[src/rtl/maze_navigator_if.sv]
// Bundle between maze_navigator and its maze-memory/stack environment; master is the navigator side.
// moveCount is present only when MOVE_COUNT_EN is defined.
interface maze_navigator_if;
    logic       start;
    logic       memRead;
    logic       memWrite;
    logic [7:0] memAddr;
    logic       memDin;
    logic       memDout;
    logic       push;
    logic       pop;
    logic [3:0] xToStack;
    logic [3:0] yToStack;
    logic [3:0] xFromStack;
    logic [3:0] yFromStack;
    logic       stackFail;
    logic       busy;
    logic       done;
    logic       noPath;
    logic [3:0] xCur;
    logic [3:0] yCur;
`ifdef MOVE_COUNT_EN
    logic [15:0] moveCount;

    modport master (
        input  start, memDin, xFromStack, yFromStack, stackFail,
        output memRead, memWrite, memAddr, memDout, push, pop, xToStack, yToStack,
        output busy, done, noPath, xCur, yCur, moveCount
    );
    modport slave (
        output start, memDin, xFromStack, yFromStack, stackFail,
        input  memRead, memWrite, memAddr, memDout, push, pop, xToStack, yToStack,
        input  busy, done, noPath, xCur, yCur, moveCount
    );
`else
    modport master (
        input  start, memDin, xFromStack, yFromStack, stackFail,
        output memRead, memWrite, memAddr, memDout, push, pop, xToStack, yToStack,
        output busy, done, noPath, xCur, yCur
    );
    modport slave (
        output start, memDin, xFromStack, yFromStack, stackFail,
        input  memRead, memWrite, memAddr, memDout, push, pop, xToStack, yToStack,
        input  busy, done, noPath, xCur, yCur
    );
`endif
endinterface

[src/rtl/maze_navigator.sv]
// Depth-first 16x16 maze walker over external maze memory and stack; MOVE_COUNT_EN adds a saturating moveCount.
// One state per memory/stack access, one-cycle read/pop latency; no backpressure, start ignored while busy.
module maze_navigator #(
    parameter logic [3:0] GOAL_X = 4'd15,
    parameter logic [3:0] GOAL_Y = 4'd15
) (
    input  logic             clk,
    input  logic             rst,
    maze_navigator_if.master nav
);
    typedef enum logic [3:0] {
        IDLE, CHECK, READ, WAITRD, MOVE, POP, POPWAIT, DONE, NOPATH
    } state_e;

    state_e     state_q, state_d;
    logic [3:0] x_q, x_d, y_q, y_d;
    logic [2:0] dir_q, dir_d;
    logic [3:0] nbr_x, nbr_y;
    logic       nbr_ok, at_goal, idle_like, start_ok;

    assign idle_like = (state_q == IDLE) || (state_q == DONE) || (state_q == NOPATH);
    // start is masked by rst so outputs stay zero for the whole reset, even with start high
    assign start_ok  = idle_like && nav.start && !rst;
    assign at_goal   = (x_q == GOAL_X) && (y_q == GOAL_Y);

    always_comb begin
        nbr_x  = x_q;
        nbr_y  = y_q;
        nbr_ok = 1'b0;
        case (dir_q)
            3'd0: begin nbr_x = x_q + 4'd1; nbr_ok = (x_q != 4'd15); end
            3'd1: begin nbr_y = y_q + 4'd1; nbr_ok = (y_q != 4'd15); end
            3'd2: begin nbr_x = x_q - 4'd1; nbr_ok = (x_q != 4'd0);  end
            3'd3: begin nbr_y = y_q - 4'd1; nbr_ok = (y_q != 4'd0);  end
            default: ;
        endcase
    end

    always_comb begin
        state_d      = state_q;
        x_d          = x_q;
        y_d          = y_q;
        dir_d        = dir_q;
        nav.memRead  = 1'b0;
        nav.memWrite = 1'b0;
        nav.memAddr  = 8'h00;
        nav.memDout  = 1'b0;
        nav.push     = 1'b0;
        nav.pop      = 1'b0;
        nav.xToStack = 4'd0;
        nav.yToStack = 4'd0;
        nav.busy     = !idle_like;
        nav.done     = (state_q == DONE);
        nav.noPath   = (state_q == NOPATH);
        nav.xCur     = x_q;
        nav.yCur     = y_q;
        case (state_q)
            IDLE, DONE, NOPATH: begin
                if (start_ok) begin
                    nav.memWrite = 1'b1;
                    nav.memDout  = 1'b1;
                    x_d          = 4'd0;
                    y_d          = 4'd0;
                    dir_d        = 3'd0;
                    state_d      = CHECK;
                end
            end
            CHECK: begin
                if (at_goal)                state_d = DONE;
                else if (dir_q == 3'd4)     state_d = POP;
                else if (!nbr_ok)           dir_d   = dir_q + 3'd1;
                else                        state_d = READ;
            end
            READ: begin
                nav.memRead = 1'b1;
                nav.memAddr = {nbr_x, nbr_y};
                state_d     = WAITRD;
            end
            WAITRD: begin
                if (nav.memDin) begin
                    dir_d   = dir_q + 3'd1;
                    state_d = CHECK;
                end else begin
                    state_d = MOVE;
                end
            end
            MOVE: begin
                nav.push     = 1'b1;
                nav.xToStack = x_q;
                nav.yToStack = y_q;
                nav.memWrite = 1'b1;
                nav.memDout  = 1'b1;
                nav.memAddr  = {nbr_x, nbr_y};
                x_d          = nbr_x;
                y_d          = nbr_y;
                dir_d        = 3'd0;
                state_d      = CHECK;
            end
            POP: begin
                nav.pop = 1'b1;
                state_d = POPWAIT;
            end
            POPWAIT: begin
                if (nav.stackFail) begin
                    state_d = NOPATH;
                end else begin
                    x_d     = nav.xFromStack;
                    y_d     = nav.yFromStack;
                    dir_d   = 3'd0;
                    state_d = CHECK;
                end
            end
            default: state_d = IDLE;
        endcase
    end

    always_ff @(posedge clk or posedge rst) begin
        if (rst) begin
            state_q <= IDLE;
            x_q     <= 4'd0;
            y_q     <= 4'd0;
            dir_q   <= 3'd0;
        end else begin
            state_q <= state_d;
            x_q     <= x_d;
            y_q     <= y_d;
            dir_q   <= dir_d;
        end
    end

`ifdef MOVE_COUNT_EN
    logic [15:0] cnt_q, cnt_d;

    always_comb begin
        cnt_d = cnt_q;
        if (start_ok)
            cnt_d = 16'd0;
        else if (((state_q == MOVE) || ((state_q == POPWAIT) && !nav.stackFail)) && (cnt_q != 16'hFFFF))
            cnt_d = cnt_q + 16'd1;
    end

    always_ff @(posedge clk or posedge rst) begin
        if (rst) cnt_q <= 16'd0;
        else     cnt_q <= cnt_d;
    end

    assign nav.moveCount = cnt_q;
`endif
endmodule

[src/flat_wrapper.sv]
// flat-port wrapper written by rule: the top's interface ports become plain ports
module maze_navigator_flat 
#(
    parameter logic [3:0] GOAL_X = 4'd15,
    parameter logic [3:0] GOAL_Y = 4'd15
)
  (clk, rst, nav_start, nav_memDin, nav_xFromStack, nav_yFromStack, nav_stackFail, nav_memRead, nav_memWrite, nav_memAddr, nav_memDout, nav_push, nav_pop, nav_xToStack, nav_yToStack, nav_busy, nav_done, nav_noPath, nav_xCur, nav_yCur);
  maze_navigator_if nav_i ();
  input  logic clk;
  input  logic rst;
  input wire logic [$bits(nav_i.start)-1:0] nav_start;
  input wire logic [$bits(nav_i.memDin)-1:0] nav_memDin;
  input wire logic [$bits(nav_i.xFromStack)-1:0] nav_xFromStack;
  input wire logic [$bits(nav_i.yFromStack)-1:0] nav_yFromStack;
  input wire logic [$bits(nav_i.stackFail)-1:0] nav_stackFail;
  output wire logic [$bits(nav_i.memRead)-1:0] nav_memRead;
  output wire logic [$bits(nav_i.memWrite)-1:0] nav_memWrite;
  output wire logic [$bits(nav_i.memAddr)-1:0] nav_memAddr;
  output wire logic [$bits(nav_i.memDout)-1:0] nav_memDout;
  output wire logic [$bits(nav_i.push)-1:0] nav_push;
  output wire logic [$bits(nav_i.pop)-1:0] nav_pop;
  output wire logic [$bits(nav_i.xToStack)-1:0] nav_xToStack;
  output wire logic [$bits(nav_i.yToStack)-1:0] nav_yToStack;
  output wire logic [$bits(nav_i.busy)-1:0] nav_busy;
  output wire logic [$bits(nav_i.done)-1:0] nav_done;
  output wire logic [$bits(nav_i.noPath)-1:0] nav_noPath;
  output wire logic [$bits(nav_i.xCur)-1:0] nav_xCur;
  output wire logic [$bits(nav_i.yCur)-1:0] nav_yCur;
  assign nav_i.start = nav_start;
  assign nav_i.memDin = nav_memDin;
  assign nav_i.xFromStack = nav_xFromStack;
  assign nav_i.yFromStack = nav_yFromStack;
  assign nav_i.stackFail = nav_stackFail;
  assign nav_memRead = nav_i.memRead;
  assign nav_memWrite = nav_i.memWrite;
  assign nav_memAddr = nav_i.memAddr;
  assign nav_memDout = nav_i.memDout;
  assign nav_push = nav_i.push;
  assign nav_pop = nav_i.pop;
  assign nav_xToStack = nav_i.xToStack;
  assign nav_yToStack = nav_i.yToStack;
  assign nav_busy = nav_i.busy;
  assign nav_done = nav_i.done;
  assign nav_noPath = nav_i.noPath;
  assign nav_xCur = nav_i.xCur;
  assign nav_yCur = nav_i.yCur;
  maze_navigator #(.GOAL_X(GOAL_X), .GOAL_Y(GOAL_Y)) u_core (.clk(clk), .rst(rst), .nav(nav_i));
endmodule
[config.mk]
export PLATFORM = sky130hd
export DESIGN_NAME = maze_navigator_flat
export DESIGN_NICKNAME = d
export VERILOG_FILES = /design/src/rtl/maze_navigator_if.sv /design/src/rtl/maze_navigator.sv /design/src/flat_wrapper.sv
export SDC_FILE = /design/constraint.sdc
export NUM_CORES = 1
export LEC_CHECK = 0
export ABC_AREA = 1
export CAP_MARGIN = 20
export CELL_PAD_IN_SITES_DETAIL_PLACEMENT = 1
export CELL_PAD_IN_SITES_GLOBAL_PLACEMENT = 1
export CORE_AREA = 2 2 82 61
export CTS_CLUSTER_DIAMETER = 120
export CTS_CLUSTER_SIZE = 8
export DETAILED_ROUTE_END_ITERATION = 7
export DIE_AREA = 0 0 84 63
export PLACE_DENSITY_LB_ADDON = 0.1
export SLEW_MARGIN = 10
export SYNTH_ARGS = -nofsm -noshare
export SYNTH_HDL_FRONTEND = slang
export SYNTH_SLANG_ARGS = --single-unit
[constraint.sdc]
create_clock -name clk -period 3.3 [get_ports clk]
set_clock_uncertainty 0.05 [all_clocks]
set_input_delay 0.66 -clock clk [delete_from_list [all_inputs] [get_ports clk]]
set_output_delay 0.66 -clock clk [all_outputs]
set_load 0.05 [all_outputs]
# Word-level counts from Yosys, hierarchy flattened
# Cells that the tools add are included.
[classes]
add_sub_neg = 5
n_eq_ne = 23
muxes = 30
n_reduce_logical = 18
[op_table]
columns = ["cell", "n"]
rows = [
  ["4-bit 2-to-1 mux", 10],
  ["4-bit case mux with 7 select lines", 1],
  ["4-bit case mux with 3 select lines", 2],
  ["3-bit 2-to-1 mux", 7],
  ["4-bit by 3-bit equality test with 1-bit output (second input constant)", 4],
  ["4-bit case mux with 2 select lines", 2],
  ["3-bit case mux with 5 select lines", 1],
  ["4-bit equality test (second input constant)", 3],
  ["2-bit inequality test (second input constant)", 5],
  ["4-bit by 1-bit adder with 4-bit output (second input constant)", 2],
  ["4-bit by 2-bit equality test with 1-bit output (second input constant)", 2],
  ["8-bit 2-to-1 mux", 1],
  ["4-bit inequality test (second input constant)", 2],
  ["4-bit nonzero test", 2],
  ["4-bit by 1-bit subtractor with 4-bit output (second input constant)", 2],
  ["7-bit AND reduction", 1],
  ["3-bit by 2-bit equality test with 1-bit output (second input constant)", 2],
  ["5-bit nonzero test", 1],
  ["4-bit by 1-bit equality test with 1-bit output (second input constant)", 1],
  ["4-bit logical NOT", 1],
  ["1-bit 2-to-1 mux", 4],
  ["4-bit by 1-bit inequality test with 1-bit output (second input constant)", 1],
  ["1-bit case mux with 4 select lines", 1],
  ["3-bit by 1-bit adder with 3-bit output (second input constant)", 1],
  ["13 further kinds", 17],
]
[totals]
register_bits = 15
in_bits = 13
output_inout_bits = 32
elab_cells = 80

# Logic depth before layout (Yosys ltp)
# Gate-level depths: netlist of the first run.
[depth]
word_depth = 7
depth_mapped = 14
ltp_nobuf = 13

# Least setup slack after synthesis of the first run
# Ideal clock, no wire load.
[synth_path]
path_kind = "reg-to-output"
startpoint = "register u_core.dir_q[0]"
endpoint = "output nav_memAddr[2]"
t_arrival_ps = 2254
required_ps = 2590
setup_slack_ps = 336
path_stages_with_launch = 12
path_cell_list = "dfrtp_1 -> ha_1 -> ha_1 -> inv_1 -> nand2_1 -> nand2_1 -> ha_1 -> a21oi_1 -> xor2_1 -> nand2_1 -> o21ai_0 -> nor2_1"
[synth_between]
elab_chain_cells = 3
elab_cells_between_ends = 4
cone_classes = "eq/ne (2); mux (2)"
[synth_lines]
columns = ["item", "line_no", "source"]
rows = [
  ["start: declaration", "maze_navigator.sv:17", "logic [2:0] dir_q, dir_d;"],
  ["start signal: assignment", "maze_navigator.sv:127", "dir_q <= dir_d;"],
  ["3-bit by 2-bit equality test with 1-bit output / 3-bit by 1-bit equality test with 1-bit output (equally long branches)", "maze_navigator.sv:30", "case (dir_q)"],
  ["4-bit case mux with 2 select lines (*)", "maze_navigator.sv:30", ""],
  ["8-bit 2-to-1 mux (*)", "maze_navigator.sv:57", "case (state_q)"],
  ["end: declaration", "flat_wrapper.sv:18", "output wire logic [$bits(nav_i.memAddr)-1:0] nav_memAddr;"],
]
# Mark *: on every way between the ends. The rest lies on a longest branch, timed or not.

# Worst setup path after layout of the first run
[layout_path]
startpoint = "register u_core.state_q[2]"
endpoint = "output nav_xToStack[2]"
[layout_between]
elab_chain_cells = 2
[layout_lines]
columns = ["item", "line_no", "source"]
rows = [
  ["start: declaration", "maze_navigator.sv:15", "state_e state_q, state_d;"],
  ["start signal: assignment", "maze_navigator.sv:124", "state_q <= state_d;"],
  ["4-bit by 3-bit equality test with 1-bit output", "maze_navigator.sv:57", ""],
  ["4-bit 2-to-1 mux", "maze_navigator.sv:57", ""],
  ["end: declaration", "flat_wrapper.sv:22", "output wire logic [$bits(nav_i.xToStack)-1:0] nav_xToStack;"],
]
# Every way passes these cells.

==> metrics.md, run 1 <==
| Metric | Value |
|---|---|
| MaxCap Viol Count | 0 |
| Synth area leaders | dfrtp_1, nand2_1, nor2_1 |
| CP Data Arrival Time | 2.39 ns |
| Diodes inserted | 0 |
| R2r setup slk | 1.12 ns |
| Total GRT Usage | 0.196 |
| Met3 Use GR | 0.0330 |
| Die height | 63 um |
| F_max | 323 MHz |
| Crit path largest cell delay | ~0.8 ns |
| CP Cell Sequence | inv_2 > nor2_4 > inv_2 > nor2_4 > inv_2 > nor2_1 > clkdlybuf4s50_1 |
| Final setup fails | 0 |
| Sequential share of the synthesized area | 0.248 |
| Final ANT Viol Nets | 0 |
| Fraction of registers with async set/reset | 1.00 |
| Cell count after placement | 331 |
| Hold buffers post-CTS | 0 |
| Crit share post-route | 0.939 |
| Worst Setup Path Type | reg -> out |
| Hpwl dp | ~3.8 mm |
| Min Tclk post-route | roughly 3.1 ns |
| Vias in the first global route | 1633 |
| Pwr/cell area | 934 nW/um2 |
| CTS Buffer Depth | 2 |
| Leakage | 1.03 nW |
| Min-delay worst type | reg -> reg |
| Flops & latches, synth | 15 |
| Synth-to-Final Area Change | 37.3% |
| Top post-synthesis cells by count | nand2_1, nor2_1, inv_1 |
| RSZ-0062 raised after global routing | false |
| Slew headroom | 0.655 |
| Wire length of the first global-routing pass | 8.29 mm |
| Maximum vdd drop | 0.381 mV |
| Share of cells above drive strength 1 | 0.180 |
| CTS root buf | clkbuf_8 |
| Vias post-DR | 1597 |
| Startpoint types | flip-flop |
| Status | finished clean |
| IO buf count | 44 |
| Synth Instances | around 230 |
| Post-layout util | 0.458 |
| Gr ovfl total | 0 |
| Most frequent CP cell | inv_2 |
| Final hold vios | 0 |
| CTS buffer count | 3 |
| CTS tree | built |
| Post-synth EDFFs | 0 |
| Mean Syn Cell Area | 6.50 um2 |
| H-tree levels | 1 |
| Synth unique cells | 29 |
| Final Net Count | 300 |
| Syn Nets | 254 |
| Synth Flop Type | dfrtp_1 |
| DR iter-0 viols | 70 |
| Worst EP required | 2.59 ns |
| R2r startpoint | u_core.dir_q[2] |
| Avg WL per Cell | 14.3 um |
| Cell Count, Final, Fillers Out | 335 |
| Vias/cell | between 4 and 5 |
| Cell row count | 21 |
| CP max FO | 13 |
| Hold_sp | u_core.dir_q[1] |
| Clock transition at path regs | 0.07 ns |
| Hold Path Depth | 2 |
| Placer's final routability congestion estimate | 0.814 |
| Max Slew Vio Count | 0 |
| Ports | 45 |
| Clock latency on the worst-skew pair | roughly 0.25 ns |
| Hold EP | u_core.dir_q[1] |
| Yosys top cell area share | 0.248 |
| Slew @ Worst Pin | ~0.52 ns |
| Setup TNS Final | 0 ns |
| Slowest cell on the critical path | clkdlybuf4s50_1 |
| Initial antenna violation count | 0 |
| Cell taking the most area after synthesis | dfrtp_1 |
| Largest net degree at the start of global routing | 17 |
| Drt total wl | 4.79 mm |
| FF-to-FF End | u_core.nav.yCur[2] |
| M2 GR Usage | 0.304 |
| DR DRC count | 0 |
| Met1 usage in global routing | 0.291 |
| Clock sink total | 15 |
| DRT Pass-1 Iters | 4 |
| Top Usage Layer GRT | met2 |
| Total core area | around 4500 um2 |
| Critical Path End Type | output pin |
| Die Area | approximately 5300 um2 |
| Yosys warnings | 0 |
| Initial Util | 0.333 |
| Cell area after synthesis | 1520 um2 |
| Most numerous cell in the Yosys netlist | nand2_1 |
| Die X | 84 um |
| Reg2reg path depth | 13 |
power by group:
group / total (mW) / switching (mW) / internal [mW]
sequential: 0.356 / 0.108 / 0.248
combinational: 1.43 / 0.975 / 0.454
clock: 0.158 / 0.0745 / 0.0838
total: 1.94 / 1.16 / 0.786
cells in the final DEF (no fill, tap or decap), drive strengths merged, types with 8 or more instances in the layout:
cell type / n
inv: 36
nand2: 66
nor2: 43
a21oi: 9
ha: 8
o21ai: 21
buf: 9
clkdlybuf4s50: 34
nand3: 12
dfrtp: 15
timing repair:
action                                  in CTS  in global routing
hold endpoints to repair                     0                  0
resized for setup                            0                  3
endpoints found under the setup margin       0                  3
buffers inserted                             0                  0
registers in the layout (all words and copies together) (netlist names):
name / count
u_core.nav.xCur: 4
u_core.nav.yCur: 4
u_core.state_q: 4
u_core.dir_q: 3
how the worst max path moves through the flow:
stage                       from              end  slack, ns
6_report       u_core.state_q[2]  nav_xToStack[2]       0.20
5_1_grt          u_core.dir_q[0]   nav_memAddr[6]       0.01
4_1_cts          u_core.dir_q[0]   nav_memAddr[0]       0.07
3_3_place_gp     u_core.dir_q[0]   nav_memAddr[0]       0.42
3_5_place_dp     u_core.dir_q[0]   nav_memAddr[0]       0.36
2_1_floorplan    u_core.dir_q[0]   nav_memAddr[2]       0.34
final cells by class:
| class | instances | area [um2] |
|---|---|---|
| Multi-Input combinational cell | 176 | 956 |
| Clock buffer | 3 | 41.3 |
| Clock inverter | 1 | 5.00 |
| Fill cell | 599 | 2460 |
| Sequential cell | 15 | 375 |
| Inverter | 38 | 149 |
| Tap cell | 57 | 71.3 |
| Timing Repair Buffer | 45 | 483 |
kinds of logic after synthesis:
group | after synthesis | share of synthesized area
AOI/OAI and AO/OA | 31 | 0.119
DFF | 15 | 0.248
xor gates and xnor gates | 7 | 0.0405
and+or+nand+nor | 130 | 0.404
buffers and inverters | 42 | 0.123
adders and majority gates | 8 | 0.0661
worst max-delay path, delay by kind of cell, from the launching register on:
family                 cells  cell delay (ns)
DFF                        1             0.47
buffers and inverters      4             1.15
and+or+nand+nor            3             0.51
metal layers:
layer,part of all wire,vias to the layer above
li1,-,816
met1,0.52,746
met2,0.43,33
met3,0.038,2
met4,0.0065,0
met5,0,-
metrics by stage:
stage	total power [mW]	setup WS (ns)	hold WS, ns	instance area (um2)
floorplan	1.37	0.336	0.452	1520
global placement	1.78	0.416	0.476	2030
detailed placement	1.79	0.357	0.498	2030
CTS	1.96	0.0673	0.516	2070
global route	2.11	0.0122	0.545	2080
finish	1.94	0.201	0.513	2080
No activity file was read; power rests on OpenSTA's default activity.
==> run 2: changes to the inputs <==
--- a/config.mk
+++ b/config.mk
@@ -15,7 +15,7 @@
 export DETAILED_ROUTE_END_ITERATION = 7
 export DIE_AREA = 0 0 84 63
 export PLACE_DENSITY_LB_ADDON = 0.1
-export SLEW_MARGIN = 10
+export SLEW_MARGIN = 5
 export SYNTH_ARGS = -nofsm -noshare
 export SYNTH_HDL_FRONTEND = slang
 export SYNTH_SLANG_ARGS = --single-unit
==> constraint.sdc (replaced) <==
create_clock -name clk -period 3.7 [get_ports clk]
set_clock_uncertainty 0.05 [all_clocks]
set_input_delay 0.74 -clock clk [delete_from_list [all_inputs] [get_ports clk]]
set_output_delay 0.74 -clock clk [all_outputs]
set_load 0.05 [all_outputs]
==> metrics.md, run 2 (synthesized netlist as in run 1, its figures left out) <==
| Metric | Value |
|---|---|
| Leakage | 1.03 nW |
| Maximum vdd drop | 0.462 mV |
| Slowest cell on the critical path | clkdlybuf4s50_1 |
| DRT Pass-1 Iters | 4 |
| FF/Latch Area | between 300 and 400 um2 |
| Total GRT Usage | 0.190 |
| Diodes inserted | 0 |
| Fillers | 596 |
| Gr ovfl total | 0 |
| CTS tree | built |
| Cell row count | 21 |
| Critical Path End Type | output pin |
| Crit path largest cell delay | 0.80 ns |
| Total core area | 4550 um2 |
| Final setup fails | 0 |
| Die X | 84 um |
| Synth-to-Final Area Change | 34.8% |
| MaxCap Viol Count | 0 |
| Pwr/cell area | 828 nW/um2 |
| CTS buffer count | 3 |
| F_max | 295 MHz |
| Worst Setup Path Type | reg -> out |
| CTS root buf | clkbuf_8 |
| Min-delay worst type | reg -> reg |
| Clk pwr share | 0.083 |
| RSZ-0062 raised after global routing | false |
| Commonest non-fill, non-tap cell in the layout | nand2_1 |
| CTS Buffer Depth | 2 |
| Clock transition at path regs | 0.07 ns |
| Crit share post-route | 0.917 |
| Share of cells above drive strength 1 | 0.158 |
| Max Slew Vio Count | 0 |
| P_sw | 1.02 mW |
| Startpoint types | flip-flop |
| Min Tclk post-route | approximately 3.4 ns |
| Final ANT Viol Nets | 0 |
| Flop pwr share | 0.188 |
| Die Area | approximately 5300 um2 |
| Status | finished clean |
| Clock latency on the worst-skew pair | 0.25 ns |
| Setup Fix Bufs, Post-CTS | 0 |
| Hpwl dp | between 3 and 4 mm |
| Power share of the combinational group | 0.728 |
| Multi-input gate area | about 950 um2 |
| IO buf count | 44 |
| Pwr Total | 1.69 mW |
| Worst EP required | 2.91 ns |
| Vias post-DR | 1579 |
| Avg WL per Cell | 13.9 um |
| Int Pwr | around 0.67 mW |
| Slew @ Worst Pin | roughly 0.54 ns |
| DR iter-0 viols | 77 |
| Slew headroom | 0.639 |
| CP Buf/Inv Count | 3 |
| Setup TNS Final | 0 ns |
| Final hold vios | 0 |
| Placer's final routability congestion estimate | 0.831 |
| Commonest cells after routing, fill and taps aside | nand2_1, nor2_1, clkdlybuf4s50_1, inv_1, dfrtp_1 |
| CP max FO | 7 |
| Vias in the first global route | about 1600 |
| Largest net degree at the start of global routing | 17 |
| DR DRC count | 0 |
| Family with the most delay on the worst path | buffers and inverters |
| Clock sink total | 15 |
| Initial antenna violation count | 0 |
| H-tree levels | 1 |
| Switch share | 0.602 |
| Initial Util | 0.333 |
| CP Data Arrival Time | 2.60 ns |
| Wire length of the first global-routing pass | 7.92 mm |
| Final Net Count | 300 |
| CP Cell Sequence | inv_1 > ha_1 > inv_1 > nand2_1 > nand2_1 > ha_1 > a21oi_1 > nor2_1 > clkdlybuf4s50_1 |
| Vias/cell | 4.71 |
| Ports | 45 |
| Die height | between 60 and 70 um |
| Drt total wl | 4.66 mm |
[run 2: cell count changes in the layout (fill, tap and decap cells not counted), sizes merged]
cell,delta
clkdlybuf4s50,+4
dlymetal6s2s,+1
buf,-5
[run 2: final timing paths]
kind / depth (start not counted) / startpoint / end / slack (ns)
min in group asynchronous: 3 / rst / u_core.state_q[2] / 0.85
worst max-delay path: 9 / u_core.dir_q[2] / nav_memAddr[1] / 0.31
worst max register to register: 13 / u_core.dir_q[2] / u_core.nav.yCur[2] / 1.60
worst min register to register: 2 / u_core.dir_q[0] / u_core.dir_q[0] / 0.51
max in group asynchronous: 3 / rst / u_core.dir_q[2] / 2.56
worst min-delay path: 2 / u_core.dir_q[0] / u_core.dir_q[0] / 0.51
[run 2: layout make-up]
type,count,area share
repair buffers,45,0.219
multi-input cells,176,0.467
inverters,38,0.0729
well taps,57,0.0349
flip-flops and latches,15,0.184
clock buffers,3,0.0202
clock inverters,1,0.00245
[run 2: repair_timing]
| action | CTS | global route |
|---|---|---|
| hold buffers | 0 | 0 |
| resized for setup | 0 | 3 |
| endpoints found under the setup margin | 0 | 3 |
[run 2: per-stage QoR]
step	worst slack, ns	utilization	hold slack, ns	std cells	instance area, um2
floorplan	0.656	-	0.452	233	1520
global placement	0.397	0.438	0.479	331	1990
detailed placement	0.337	0.438	0.499	331	1990
global route	0.0675	0.449	0.577	335	2040
CTS	0.0496	0.448	0.518	335	2040
finish	0.306	0.449	0.512	335	2040
[run 2: power groups by stage]
| stage | clock network [mW] | logic, mW | registers [mW] |
|---|---|---|---|
| 2_1_floorplan | 0 | 0.821 | 0.399 |
| 3_5_place_dp | 0 | 1.24 | 0.320 |
| 4_1_cts | 0.147 | 1.24 | 0.317 |
| 5_1_grt | 0.158 | 1.35 | 0.331 |
| 3_3_place_gp | 0 | 1.24 | 0.318 |
| 6_report | 0.141 | 1.23 | 0.319 |
[run 2: tightest hold or removal path, stage by stage (launching register included)]
cell	delay [ns]
dfrtp_1	0.40
nand2_1	0.07
o21ai_0	0.06
[run 2: routing by layer]
metal,track usage,up-vias,part of all wire
met5,0,-,0
met4,0.0363,0,0.0073
met3,0.0370,2,0.038
met2,0.289,33,0.42
met1,0.279,731,0.53
li1,-,813,-
